**config.mk**
```make
export PLATFORM = sky130hd
export DESIGN_NAME = pwm_duty_decoder
export DESIGN_NICKNAME = d
export VERILOG_FILES = /design/src/rtl/pwm_pkg.sv /design/src/rtl/pwm_sync_filter.sv /design/src/rtl/pwm_duty_decoder.sv
export SDC_FILE = /design/constraint.sdc
export NUM_CORES = 1
export LEC_CHECK = 0
export ABC_AREA = 1
export BUFFER_PORTS_ARGS = -buffer_cell sky130_fd_sc_hd__buf_4
export CAP_MARGIN = 20
export CORE_UTILIZATION = 45
export DETAILED_ROUTE_END_ITERATION = 8
export RECOVER_POWER = 25
export SYNTH_ARGS = -nofsm -noshare
export SYNTH_HDL_FRONTEND = slang
export SYNTH_HIERARCHICAL = 1
export SYNTH_SLANG_ARGS = --single-unit
```
**constraint.sdc**
```tcl
create_clock -name clk -period 4.5 [get_ports clk]
set_clock_uncertainty 0.2 [all_clocks]
set_input_delay 1.125 -clock clk [delete_from_list [all_inputs] [get_ports clk]]
set_output_delay 1.125 -clock clk [all_outputs]
set_load 0.05 [all_outputs]
```
**src/rtl/pwm_pkg.sv**
```systemverilog
// Shared definitions for the motor PWM link (generator and decoder side).
// Holds the RPM code width, the decoder FSM state encoding and the
// window-length helper so both ends agree on the PWM period.
package pwm_pkg;

    // RPM code width shared with the PWM generator.
    localparam int PWM_RPM_WIDTH = 7;

    typedef logic [PWM_RPM_WIDTH-1:0] rpm_t;

    // Decoder FSM states.
    typedef enum logic [1:0] {
        PWM_ST_IDLE    = 2'd0,
        PWM_ST_SYNC    = 2'd1,
        PWM_ST_MEASURE = 2'd2
    } pwm_state_t;

    // One PWM period / measurement window is 2**width clock cycles.
    function automatic int unsigned pwm_window_len(input int unsigned width);
        return 32'd1 << width;
    endfunction

endpackage

```
**src/rtl/pwm_sync_filter.sv**
```systemverilog
// Input conditioning for the asynchronous PWM line: a SYNC_STAGES-deep
// synchronizer, optionally followed by a glitch filter.
// Optional feature macro: PWM_DUTY_DECODER_GLITCH_FILTER_EN
//   defined   : output changes only after the synchronized input has held
//               the new value for FILTER_LEN consecutive cycles; latency is
//               SYNC_STAGES + FILTER_LEN - 1.
//   undefined : output is the synchronizer output; latency SYNC_STAGES.
module pwm_sync_filter #(
    parameter int SYNC_STAGES = 2,
    parameter int FILTER_LEN  = 3
) (
    input  logic clk,
    input  logic resetn,
    input  logic din,
    output logic dout
);

    // Elaboration-time guard on the minimum depths.
    if (SYNC_STAGES < 2 || FILTER_LEN < 2) begin : g_bad_params
        $error("pwm_sync_filter: SYNC_STAGES and FILTER_LEN must be at least 2");
    end

    logic [SYNC_STAGES-1:0] sync_q;
    logic [SYNC_STAGES-1:0] sync_d;
    logic                   sync_out;

    // Shift the raw line into the synchronizer chain.
    always_comb begin
        sync_d = {sync_q[SYNC_STAGES-2:0], din};
    end

    // Synchronizer flops; cleared on reset so the chain starts at 0.
    always_ff @(posedge clk or posedge resetn) begin
        if (resetn) begin
            sync_q <= '0;
        end else begin
            sync_q <= sync_d;
        end
    end

    assign sync_out = sync_q[SYNC_STAGES-1];

`ifdef PWM_DUTY_DECODER_GLITCH_FILTER_EN
    localparam int FCW = $clog2(FILTER_LEN);

    logic           filt_q;
    logic           filt_d;
    logic [FCW-1:0] fcnt_q;
    logic [FCW-1:0] fcnt_d;
    logic           flip;

    // Count consecutive cycles the synchronized input disagrees with the
    // filtered value; on the FILTER_LEN-th such cycle pass the new value
    // straight through so the filter adds only FILTER_LEN-1 cycles.
    always_comb begin
        filt_d = filt_q;
        fcnt_d = '0;
        flip   = 1'b0;
        if (sync_out != filt_q) begin
            if (fcnt_q == FCW'(FILTER_LEN - 1)) begin
                flip   = 1'b1;
                filt_d = sync_out;
            end else begin
                fcnt_d = fcnt_q + 1'b1;
            end
        end
        dout = flip ? sync_out : filt_q;
    end

    // Filter state flops.
    always_ff @(posedge clk or posedge resetn) begin
        if (resetn) begin
            filt_q <= 1'b0;
            fcnt_q <= '0;
        end else begin
            filt_q <= filt_d;
            fcnt_q <= fcnt_d;
        end
    end
`else
    // No filter: the synchronizer output is the conditioned line.
    always_comb begin
        dout = sync_out;
    end
`endif

endmodule

```
**src/rtl/pwm_duty_decoder.sv**
```systemverilog
// Measures the duty cycle of one motor PWM line over back-to-back windows
// of 2**WIDTH cycles and reports it as a saturated RPM code.
// Optional feature macro: PWM_DUTY_DECODER_GLITCH_FILTER_EN (glitch filter
// in the input path; also lengthens the SYNC flush by FILTER_LEN cycles).
import pwm_pkg::*;

module pwm_duty_decoder #(
    parameter int WIDTH       = PWM_RPM_WIDTH,
    parameter int SYNC_STAGES = 2,
    parameter int FILTER_LEN  = 3
) (
    input  logic             clk,
    input  logic             resetn,
    input  logic             enable,
    input  logic             pwm_in,
    output logic [WIDTH-1:0] duty,
    output logic             duty_valid,
    output logic             stuck_high,
    output logic             stuck_low,
    output logic             busy
);

    localparam int WIN_LEN = pwm_window_len(WIDTH);

`ifdef PWM_DUTY_DECODER_GLITCH_FILTER_EN
    localparam int SYNC_LEN = SYNC_STAGES + FILTER_LEN;
`else
    localparam int SYNC_LEN = SYNC_STAGES;
`endif

    localparam int SCW = $clog2(SYNC_LEN + 1);

    localparam logic [1:0] ST_IDLE    = PWM_ST_IDLE;
    localparam logic [1:0] ST_SYNC    = PWM_ST_SYNC;
    localparam logic [1:0] ST_MEASURE = PWM_ST_MEASURE;

    localparam logic [WIDTH-1:0] WIN_LAST = {WIDTH{1'b1}};
    localparam logic [WIDTH:0]   WIN_FULL = (WIDTH + 1)'(WIN_LEN);

    logic             pwm_s;

    logic [1:0]       state_q,      state_d;
    logic [SCW-1:0]   sync_cnt_q,   sync_cnt_d;
    logic [WIDTH-1:0] win_cnt_q,    win_cnt_d;
    logic [WIDTH:0]   hi_cnt_q,     hi_cnt_d;
    logic [WIDTH-1:0] duty_q,       duty_d;
    logic             duty_valid_q, duty_valid_d;
    logic             stuck_high_q, stuck_high_d;
    logic             stuck_low_q,  stuck_low_d;
    logic [WIDTH:0]   final_cnt;

    pwm_sync_filter #(
        .SYNC_STAGES (SYNC_STAGES),
        .FILTER_LEN  (FILTER_LEN)
    ) u_sync_filter (
        .clk    (clk),
        .resetn (resetn),
        .din    (pwm_in),
        .dout   (pwm_s)
    );

    // High-cycle count including the current cycle; at the last window
    // cycle this is the window total, 0..2**WIDTH.
    assign final_cnt = hi_cnt_q + {{WIDTH{1'b0}}, pwm_s};

    // FSM and counters: flush the input pipeline, then measure windows
    // back to back; dropping enable aborts without a report.
    always_comb begin
        // NOTE: every output of this block gets a default first, so no path
        // leaves a variable unassigned and no latch is inferred.
        state_d      = state_q;
        sync_cnt_d   = sync_cnt_q;
        win_cnt_d    = win_cnt_q;
        hi_cnt_d     = hi_cnt_q;
        duty_d       = duty_q;
        duty_valid_d = 1'b0;
        stuck_high_d = stuck_high_q;
        stuck_low_d  = stuck_low_q;

        case (state_q)
            ST_IDLE: begin
                sync_cnt_d = '0;
                win_cnt_d  = '0;
                hi_cnt_d   = '0;
                if (enable) begin
                    state_d = ST_SYNC;
                end
            end

            ST_SYNC: begin
                if (!enable) begin
                    state_d    = ST_IDLE;
                    sync_cnt_d = '0;
                end else if (sync_cnt_q == SCW'(SYNC_LEN - 1)) begin
                    state_d    = ST_MEASURE;
                    sync_cnt_d = '0;
                    win_cnt_d  = '0;
                    hi_cnt_d   = '0;
                end else begin
                    sync_cnt_d = sync_cnt_q + 1'b1;
                end
            end

            ST_MEASURE: begin
                if (!enable) begin
                    state_d   = ST_IDLE;
                    win_cnt_d = '0;
                    hi_cnt_d  = '0;
                end else if (win_cnt_q == WIN_LAST) begin
                    // Window end: report, then start the next window at once.
                    duty_d       = (final_cnt == WIN_FULL) ? WIN_LAST
                                                           : final_cnt[WIDTH-1:0];
                    stuck_high_d = (final_cnt == WIN_FULL);
                    stuck_low_d  = (final_cnt == '0);
                    duty_valid_d = 1'b1;
                    win_cnt_d    = '0;
                    hi_cnt_d     = '0;
                end else begin
                    win_cnt_d = win_cnt_q + 1'b1;
                    hi_cnt_d  = final_cnt;
                end
            end

            default: begin
                state_d    = ST_IDLE;
                sync_cnt_d = '0;
                win_cnt_d  = '0;
                hi_cnt_d   = '0;
            end
        endcase
    end

    // State, counter and result registers; resetn high clears everything.
    always_ff @(posedge clk or posedge resetn) begin
        // NOTE: sequential state uses non-blocking assignments so every flop
        // samples the pre-edge values regardless of statement order.
        if (resetn) begin
            state_q      <= ST_IDLE;
            sync_cnt_q   <= '0;
            win_cnt_q    <= '0;
            hi_cnt_q     <= '0;
            duty_q       <= '0;
            duty_valid_q <= 1'b0;
            stuck_high_q <= 1'b0;
            stuck_low_q  <= 1'b0;
        end else begin
            state_q      <= state_d;
            sync_cnt_q   <= sync_cnt_d;
            win_cnt_q    <= win_cnt_d;
            hi_cnt_q     <= hi_cnt_d;
            duty_q       <= duty_d;
            duty_valid_q <= duty_valid_d;
            stuck_high_q <= stuck_high_d;
            stuck_low_q  <= stuck_low_d;
        end
    end

    assign duty       = duty_q;
    assign duty_valid = duty_valid_q;
    assign stuck_high = stuck_high_q;
    assign stuck_low  = stuck_low_q;
    assign busy       = (state_q != ST_IDLE);

endmodule

```
* Word level (Yosys, flattened, before mapping)
Index checks and enable logic that the tools add are counted. W data, S select, Z words.
Word-level totals: register bits 31, output and inout port bits 11, word-level logic and storage cells 50
Operators by class: add/subtract/negate cells 3, multiplexer cells 22, eq/ne operators 10, reductions and logical operators 6
Operator list (number):
- $mux W7 | 5
- $mux W8 | 4
- $pmux W8 S2 | 1
- $pmux W7 S2 | 1
- $mux W2 | 6
- $add A8 B1 Y8 | 1
- $eq A8 B8 Y1 const B | 1
- $logic_not A8 Y1 | 1
- $ne A2 B2 Y1 const B | 4
- $add A7 B1 Y7 const B | 1
- $eq A7 B7 Y1 const B | 1
- $pmux W2 S3 | 1
- $reduce_and A3 Y1 | 2
- $eq A2 B1 Y1 const B | 2
- $pmux W2 S2 | 1
- $mux W1 | 3
- $ne A3 B3 Y1 const B | 1
- $add A2 B1 Y2 const B | 1
- $eq A2 B2 Y1 const B | 1
- $logic_not A2 Y1 | 1
- $reduce_and A2 Y1 | 1
- $reduce_bool A2 Y1 | 1

* Depth between registers and ports, before layout
Gate-level depths: netlist of the first run.
depth in word-level cells 4, depth in mapped cells 9

* Hierarchy
The synthesis of the first run kept the hierarchy.
Modules (own cells, without submodules):
- pwm_duty_decoder | area an instance 1466.4 µm², seq. area each 725.7 µm², times used 1, cells an instance 179
- pwm_sync_filter | area an instance 53.8 µm², seq. area each 50.0 µm², times used 1, cells an instance 3

* Least setup slack after synthesis of the first run
No wires, ideal clock.
path kind in2reg, start input enable, end register win_cnt_q[3], buffers on the path 0, arrival time 1780 ps, setup slack 2397 ps, data required time 4177 ps, stages on the path 5, path through a21oi_2 -> inv_2 -> nand2_1 -> xor2_1 -> nor2_1
On the way: cells in the longest elaborated chain, start to end 2, elaborated cells between the ends (all ways) 4, classes of those cells 1 x eq/ne; 2 x mux; 1 x reduce/logical
RTL lines:
- start, declared | RTL line pwm_duty_decoder.sv:14 | input logic enable,
- $mux W7 / $ne A2 B2 Y1 (equally long branches)
- $pmux W7 S2 / $reduce_and A2 Y1 (equally long branches)
- end signal, assigned | RTL line pwm_duty_decoder.sv:149 | win_cnt_q <= win_cnt_d;
- end, declared | RTL line pwm_duty_decoder.sv:44 | logic [WIDTH-1:0] win_cnt_q, win_cnt_d;
Parallel ways exist; a longest one is shown, timed or not. A chain may end at the register's enable or synchronous reset.

* Worst setup path in the final report of the first run
start register state_q[0], end output busy
On the way: cells in the longest elaborated chain, start to end 1
RTL lines:
- start, declared | RTL line pwm_duty_decoder.sv:42 | logic [1:0] state_q, state_d;
- start signal, assigned | RTL line pwm_duty_decoder.sv:147 | state_q <= state_d;
- $reduce_bool A2 Y1 | RTL line pwm_duty_decoder.sv:162 | assign busy = (state_q != ST_IDLE);
- end, declared | RTL line pwm_duty_decoder.sv:20 | output logic busy
No other way between the ends.

==> impl_metrics.yaml, run 1 <==
detailed_routing:
  drtIter0Drc: 69
  ant_nets: 0
  postRouteWirelength_um: 2943
  routedWlPerCell_um: 11.87
  vias: 1212
  drc: 0
  drt-pass1-iter-count: 4
  vias_per_cell: 4.887
grt:
  grt_pass1_wl_um: 5133
  antenna_found_initial: 0
  gr-usage-all-layers_pct: 19.76
  grt_max_degree: 17
  first_global_vias: 1167
  overflow: 0
yosys:
  synth-edff-count: 0
  synth_area_per_cell_um2: 8.353
  synth_area_um2: 1520
  synth_cell_type_count: 25
  synth-main-ff-cell: "dfrtp_1"
  ys_warn_count: 6
  yosys_register_bits: 31
  ys_seq_area_share_pct: 51.03
  synth_cells: 182
  async_flop_share_pct: 100.0
  synth_nets: 189
timing:
  relSlewSlack_pct: 58.79
  finalSetupViolations: 0
  whs_ns: 0.1690
  fin_crit_sh_pct: 52.35
  fin_setup_tns_ns: 0
  fmax_ghz: 0.4245
  maxSlewViolCount: 0
  hold_viol: 0
  worst_pin_slew_ns: 0.6174
  period_needed_ns: 2.356
  rsz0062_at_grt: "no"
placement:
  hpwl_um: 2318
  dpl_cell_area_um2: 1697
  gp_congestion: 0.7768
  port-buffer-count: 14
worst_setup_path:
  cp_max_fo: 3
  r2r-end: "duty[0]"
  endpoint_kind: "output pin"
  r2r-start: "win_cnt_q[0]"
  crit_start: "state_q[0]"
  worstPathArrival_ns: 1.03
  reg2reg_depth: 7
  reg2reg_slack_ns: 2.42
  worst_ep_required_time_ns: 3.17
  startpoint_type: "flip-flop"
  crit_type: "reg -> out"
clocking:
  clk_latency_ns: 0.33
  cts_buffer_depth: 2
  cts-buffers-inserted: 5
  post_cts_buffers: 0
  ctsResizeCount: 0
  root_buffer: "clkbuf_4"
  clk_pin_slew_ns: 0.10
  htreeDepth: 2
  clock_sinks: 31
  hold_buffers: 0
  cts_tree: "yes"
flow_run:
  max_cap_viol_count: 0
pwr:
  p_leak_nw: 0.8462
  ir_drop_mv: 0.1495
  power.density_nw_per_um2: 279.6
  power_w: 0.0004874
min_path:
  hold_path_class: "reg -> reg"
  min_delay_path_depth: 0
  holdPathEnd: "u_sync_filter/sync_q[1]"
  min_from: "u_sync_filter/sync_q[0]"
finish:
  final_nets: 210
  antenna-diode-count: 0
  drive_gt1_share_pct: 17.16
  fillers: 295
  final_cell_area_um2: 1743
  area_delta_synth_final_pct: 14.65
floorplanning:
  io_pins: 15
  die_w_um: 60.12
  die_area_um2: 3614
  rows: 20
  initial_core_util_pct: 48.60
  dieHeight_um: 60.12
  core_um2: 3128
outcome:
  status: "complete, no violations"
-- synthesized netlist by cell type (2+ instances only) --
| cell | number | share of area, % |
|---|---|---|
| nand3_1 | 9 | 3.0 |
| nor2_4 | 4 | 3.0 |
| a21oi_1 | 13 | 4.3 |
| o22ai_1 | 3 | 1.2 |
| o21ai_0 | 8 | 2.6 |
| nand2_1 | 42 | 10 |
| o21ai_1 | 2 | 0.66 |
| inv_1 | 20 | 4.9 |
| dfrtp_1 | 31 | 51 |
| ha_1 | 3 | 2.5 |
| nor2_1 | 26 | 6.4 |
| nor2_2 | 3 | 1.2 |
| nand4_1 | 2 | 0.82 |
| nand2_2 | 5 | 2.1 |
-- power by group --
part	switching, W	total, W	internal, W
sequential	0.00000607	0.000292	0.000286
combinational	0.0000276	0.0000406	0.0000130
clock	0.0000943	0.000155	0.0000608
-- kinds of logic (layout without fill, tap and decap cells) --
kind of cell | count (synthesis) | in the layout | synth area share [%]
XOR/XNOR | 2 | 2 | 1.152
buffers and inverters | 23 | 45 | 6.172
flip-flops | 31 | 31 | 51.03
AND/OR/NAND/NOR | 94 | 94 | 28.72
adder cells (fa/ha/maj) | 3 | 3 | 2.469
AO/OA/AOI/OAI | 29 | 29 | 10.45
-- critical path: stages (launching register included) --
cell	delay [ns]
dfrtp_1	0.40
inv_1	0.08
nand2_1	0.05
buf_4	0.18
-- registers in the layout, indices dropped and copies added, names as in the netlist --
register	count
state_q	2
u_sync_filter/sync_q	2
win_cnt_q	7
stuck_high	1
duty	7
stuck_low	1
sync_cnt_q	2
hi_cnt_q	8
duty_valid	1
-- cells in the final DEF (no fill, tap or decap), types with 2 or more instances in the layout --
cell type,netlist,final
a21oi_1,13,13
buf_4,0,11
clkbuf_1,0,3
clkbuf_4,0,7
dfrtp_1,31,31
ha_1,3,3
inv_1,20,20
nand2_1,42,42
nand2_2,5,5
nand3_1,9,9
nand4_1,2,2
nor2_1,26,26
nor2_2,3,3
nor2_4,4,4
o21ai_0,8,8
o21ai_1,2,2
o22ai_1,3,3
-- area by class of cell --
class                      count  area, um^2  share of cell area, %
sequential                    31       775.7                  44.51
multi-input combinational    128       650.6                  37.33
timing repair buffer          15       128.9                  7.394
inverter                      22       82.58                  4.738
tap                           44       55.05                  3.159
clock buffer                   7       45.04                  2.584
clock inverter                 1       5.005                 0.2872
-- worst max path at each step --
stage,to,cells after the start,slack (ns)
floorplan,win_cnt_q[3],5,2.40
global placement,stuck_high,7,1.93
detailed placement,duty[0],7,1.85
CTS,busy,3,2.13
global route,busy,3,2.07
finish,busy,3,2.14
-- per-layer routing --
| metal | global-route usage [%] | vias up | wire [um] |
|---|---|---|---|
| met5 | 0 | - | 0 |
| met4 | 5.980 | 0 | 36 |
| met1 | 26.47 | 563 | 1483 |
| met2 | 29.67 | 19 | 1312 |
| li1 | - | 625 | - |
| met3 | 7.143 | 5 | 111 |
-- stage by stage --
step | utilization [%] | setup WS [ns] | std cells
after floorplan | - | 2.397 | 182
after global placement | 53.36 | 1.932 | 239
after detailed placement | 54.24 | 1.849 | 240
after CTS | 55.84 | 2.130 | 248
after global routing | 55.72 | 2.065 | 248
final | 55.72 | 2.144 | 248
No activity file was read; power rests on OpenSTA's default activity.
==> inputs of run 2 (changes only) <==
Settings changed: PLACE_DENSITY from default to 0.66.
Clock period 4.5 ns to 1.94 ns, I/O delays scaled along.
==> run 2 against run 1 <==
Sequential share of layout area decreased by 0.69 points; critical path depth increased by 4; power increased by 130%; critical endpoint is now duty[0]; global-route usage increased by 0.75 points; worst hold slack got worse by 0.093 ns.
==> impl_metrics.yaml, run 2 (same netlist as run 1, synthesis figures left out) <==
floorplanning:
  die_area_um2: 3614
  rows: 20
  io_pins: 15
  core_um2: 3128
  die_w_um: 60.12
  dieHeight_um: 60.12
  initial_core_util_pct: 48.60
timing:
  fmax_ghz: 0.5607
  finalSetupViolations: 0
  relSlewSlack_pct: 72.94
  maxSlewViolCount: 0
  fin_crit_sh_pct: 91.94
  rsz0062_at_grt: "no"
  worst_pin_slew_ns: 0.4055
  period_needed_ns: 1.784
  hold_viol: 0
  fin_setup_tns_ns: 0
worst_setup_path:
  r2r-start: "win_cnt_q[0]"
  slowest_stage: "dfrtp_1"
  startpoint_type: "flip-flop"
  endpoint_kind: "flip-flop"
  crit_type: "reg -> reg"
  cpMostUsedCell: "nand2_1"
  worst_ep_required_time_ns: 1.96
  reg2reg_depth: 7
  worstPathArrival_ns: 1.81
  cp_max_fo: 8
  reg2reg_slack_ns: 0.16
  path_cells: "ha_1, nand3_1, nor2_4, nand2_1, clkinv_1, nand4_1, nand2_1"
  r2r-end: "duty[0]"
  slowest_delay_ns: 0.42
finish:
  final_nets: 215
  largest_reg_flops: 8
  antenna-diode-count: 0
  final_cells: 253
  layout_commonest_cell: "nand2_1"
  final_cell_mix: "nand2_1, dfrtp_1, nor2_1"
  drive_gt1_share_pct: 19.62
  area_delta_synth_final_pct: 16.46
  regMostFlops: "hi_cnt_q"
pwr:
  seqPwrFrac_pct: 59.9
  ir_drop_mv: 0.3857
  p_sw_share_pct: 26.51
  power_w: 0.001129
  p_leak_nw: 0.8710
  p_switching_w: 0.0002994
  clkPwrFrac_pct: 31.3
  comb_power_share_pct: 8.8
  p_int_w: 0.0008299
  power.density_nw_per_um2: 637.9
grt:
  overflow: 0
  first_global_vias: 1262
  grt_pass1_wl_um: 5237
  gr-usage-all-layers_pct: 20.51
  antenna_found_initial: 0
  grt_max_degree: 12
placement:
  dpl.cell_count: 244
  gp_congestion: 0.7922
  hpwl_um: 2354
  port-buffer-count: 14
clocking:
  htreeDepth: 2
  post_cts_buffers: 0
  clk_pin_slew_ns: 0.09
  root_buffer: "clkbuf_4"
  cts_tree: "yes"
  clock_sinks: 31
  cts_buffer_depth: 2
  cts-buffers-inserted: 5
  clk_latency_ns: 0.33
flow_run:
  max_cap_viol_count: 0
outcome:
  status: "complete, no violations"
detailed_routing:
  vias: 1267
  postRouteWirelength_um: 3023
  drc: 0
  drt-pass1-iter-count: 4
  routedWlPerCell_um: 11.95
  ant_nets: 0
  drtIter0Drc: 69
  vias_per_cell: 5.008
min_path:
  hold_path_class: "in -> reg"
  min_delay_path_depth: 1
  holdPathEnd: "u_sync_filter/sync_q[0]"
  min_from: "pwm_in"
run 2: worst max-delay path by stage:
| stage | from | end | slack [ns] | cells past startpoint |
|---|---|---|---|---|
| 2_1_floorplan | u_sync_filter/sync_q[1] | duty[1] | 0.36 | 7 |
| 3_3_place_gp | win_cnt_q[0] | duty[0] | 0.17 | 7 |
| 3_5_place_dp | u_sync_filter/sync_q[1] | duty[2] | 0.17 | 7 |
| 4_1_cts | u_sync_filter/sync_q[1] | duty[2] | 0.14 | 7 |
| 5_1_grt | win_cnt_q[0] | duty[2] | 0.01 | 7 |
| 6_report | win_cnt_q[0] | duty[0] | 0.16 | 7 |
run 2: area by class of cell:
| class | instances | area (um^2) |
|---|---|---|
| Inverter | 22 | 82.58 |
| Multi-Input combinational cell | 128 | 651.9 |
| Fill cell | 300 | 1358 |
| Tap cell | 44 | 55.05 |
| Sequential cell | 31 | 775.7 |
| Clock inverter | 3 | 15.01 |
| Timing Repair Buffer | 20 | 152.6 |
| Clock buffer | 5 | 37.54 |
run 2: repair_timing:
item	in CTS	in global routing
hold endpoints to repair	11	0
hold buffers	1	0
resized for setup	0	1
endpoints found under the setup margin	0	3
run 2: power by group through the flow:
stage	Combinational, W	Clock (W)	Sequential [W]
global placement	0.0000977	0	0.000688
floorplan	0.0000665	0	0.000686
global route	0.000113	0.000394	0.000679
CTS	0.000103	0.000371	0.000677
detailed placement	0.0000992	0	0.000689
finish	0.0000990	0.000354	0.000676
run 2: critical path, delay by kind of cell, from the launching register on:
kind | cells | cell delay [ns]
AND/OR/NAND/NOR | 5 | 0.59
flip-flops | 1 | 0.42
adder cells (fa/ha/maj) | 1 | 0.26
buffers and inverters | 1 | 0.20
run 2: metal layers:
| metal | up-vias | wire (um) | track usage, % |
|---|---|---|---|
| li1 | 634 | - | - |
| met1 | 604 | 1265 | 23.42 |
| met2 | 22 | 1574 | 34.07 |
| met3 | 7 | 114 | 6.710 |
| met4 | 0 | 69 | 10.30 |
| met5 | - | 0 | 0 |
run 2: stage by stage:
step / instance area, um^2 / hold slack [ns] / utilization [%] / setup WS, ns
final: 1770 / 0.07620 / 56.60 / 0.1564
after CTS: 1769 / 0.04099 / 56.56 / 0.1416
after global placement: 1707 / 0.1445 / 54.56 / 0.1720
after detailed placement: 1707 / 0.1433 / 54.56 / 0.1655
after global routing: 1770 / 0.05679 / 56.60 / 0.01136
after floorplan: 1520 / 0.02618 / - / 0.3559
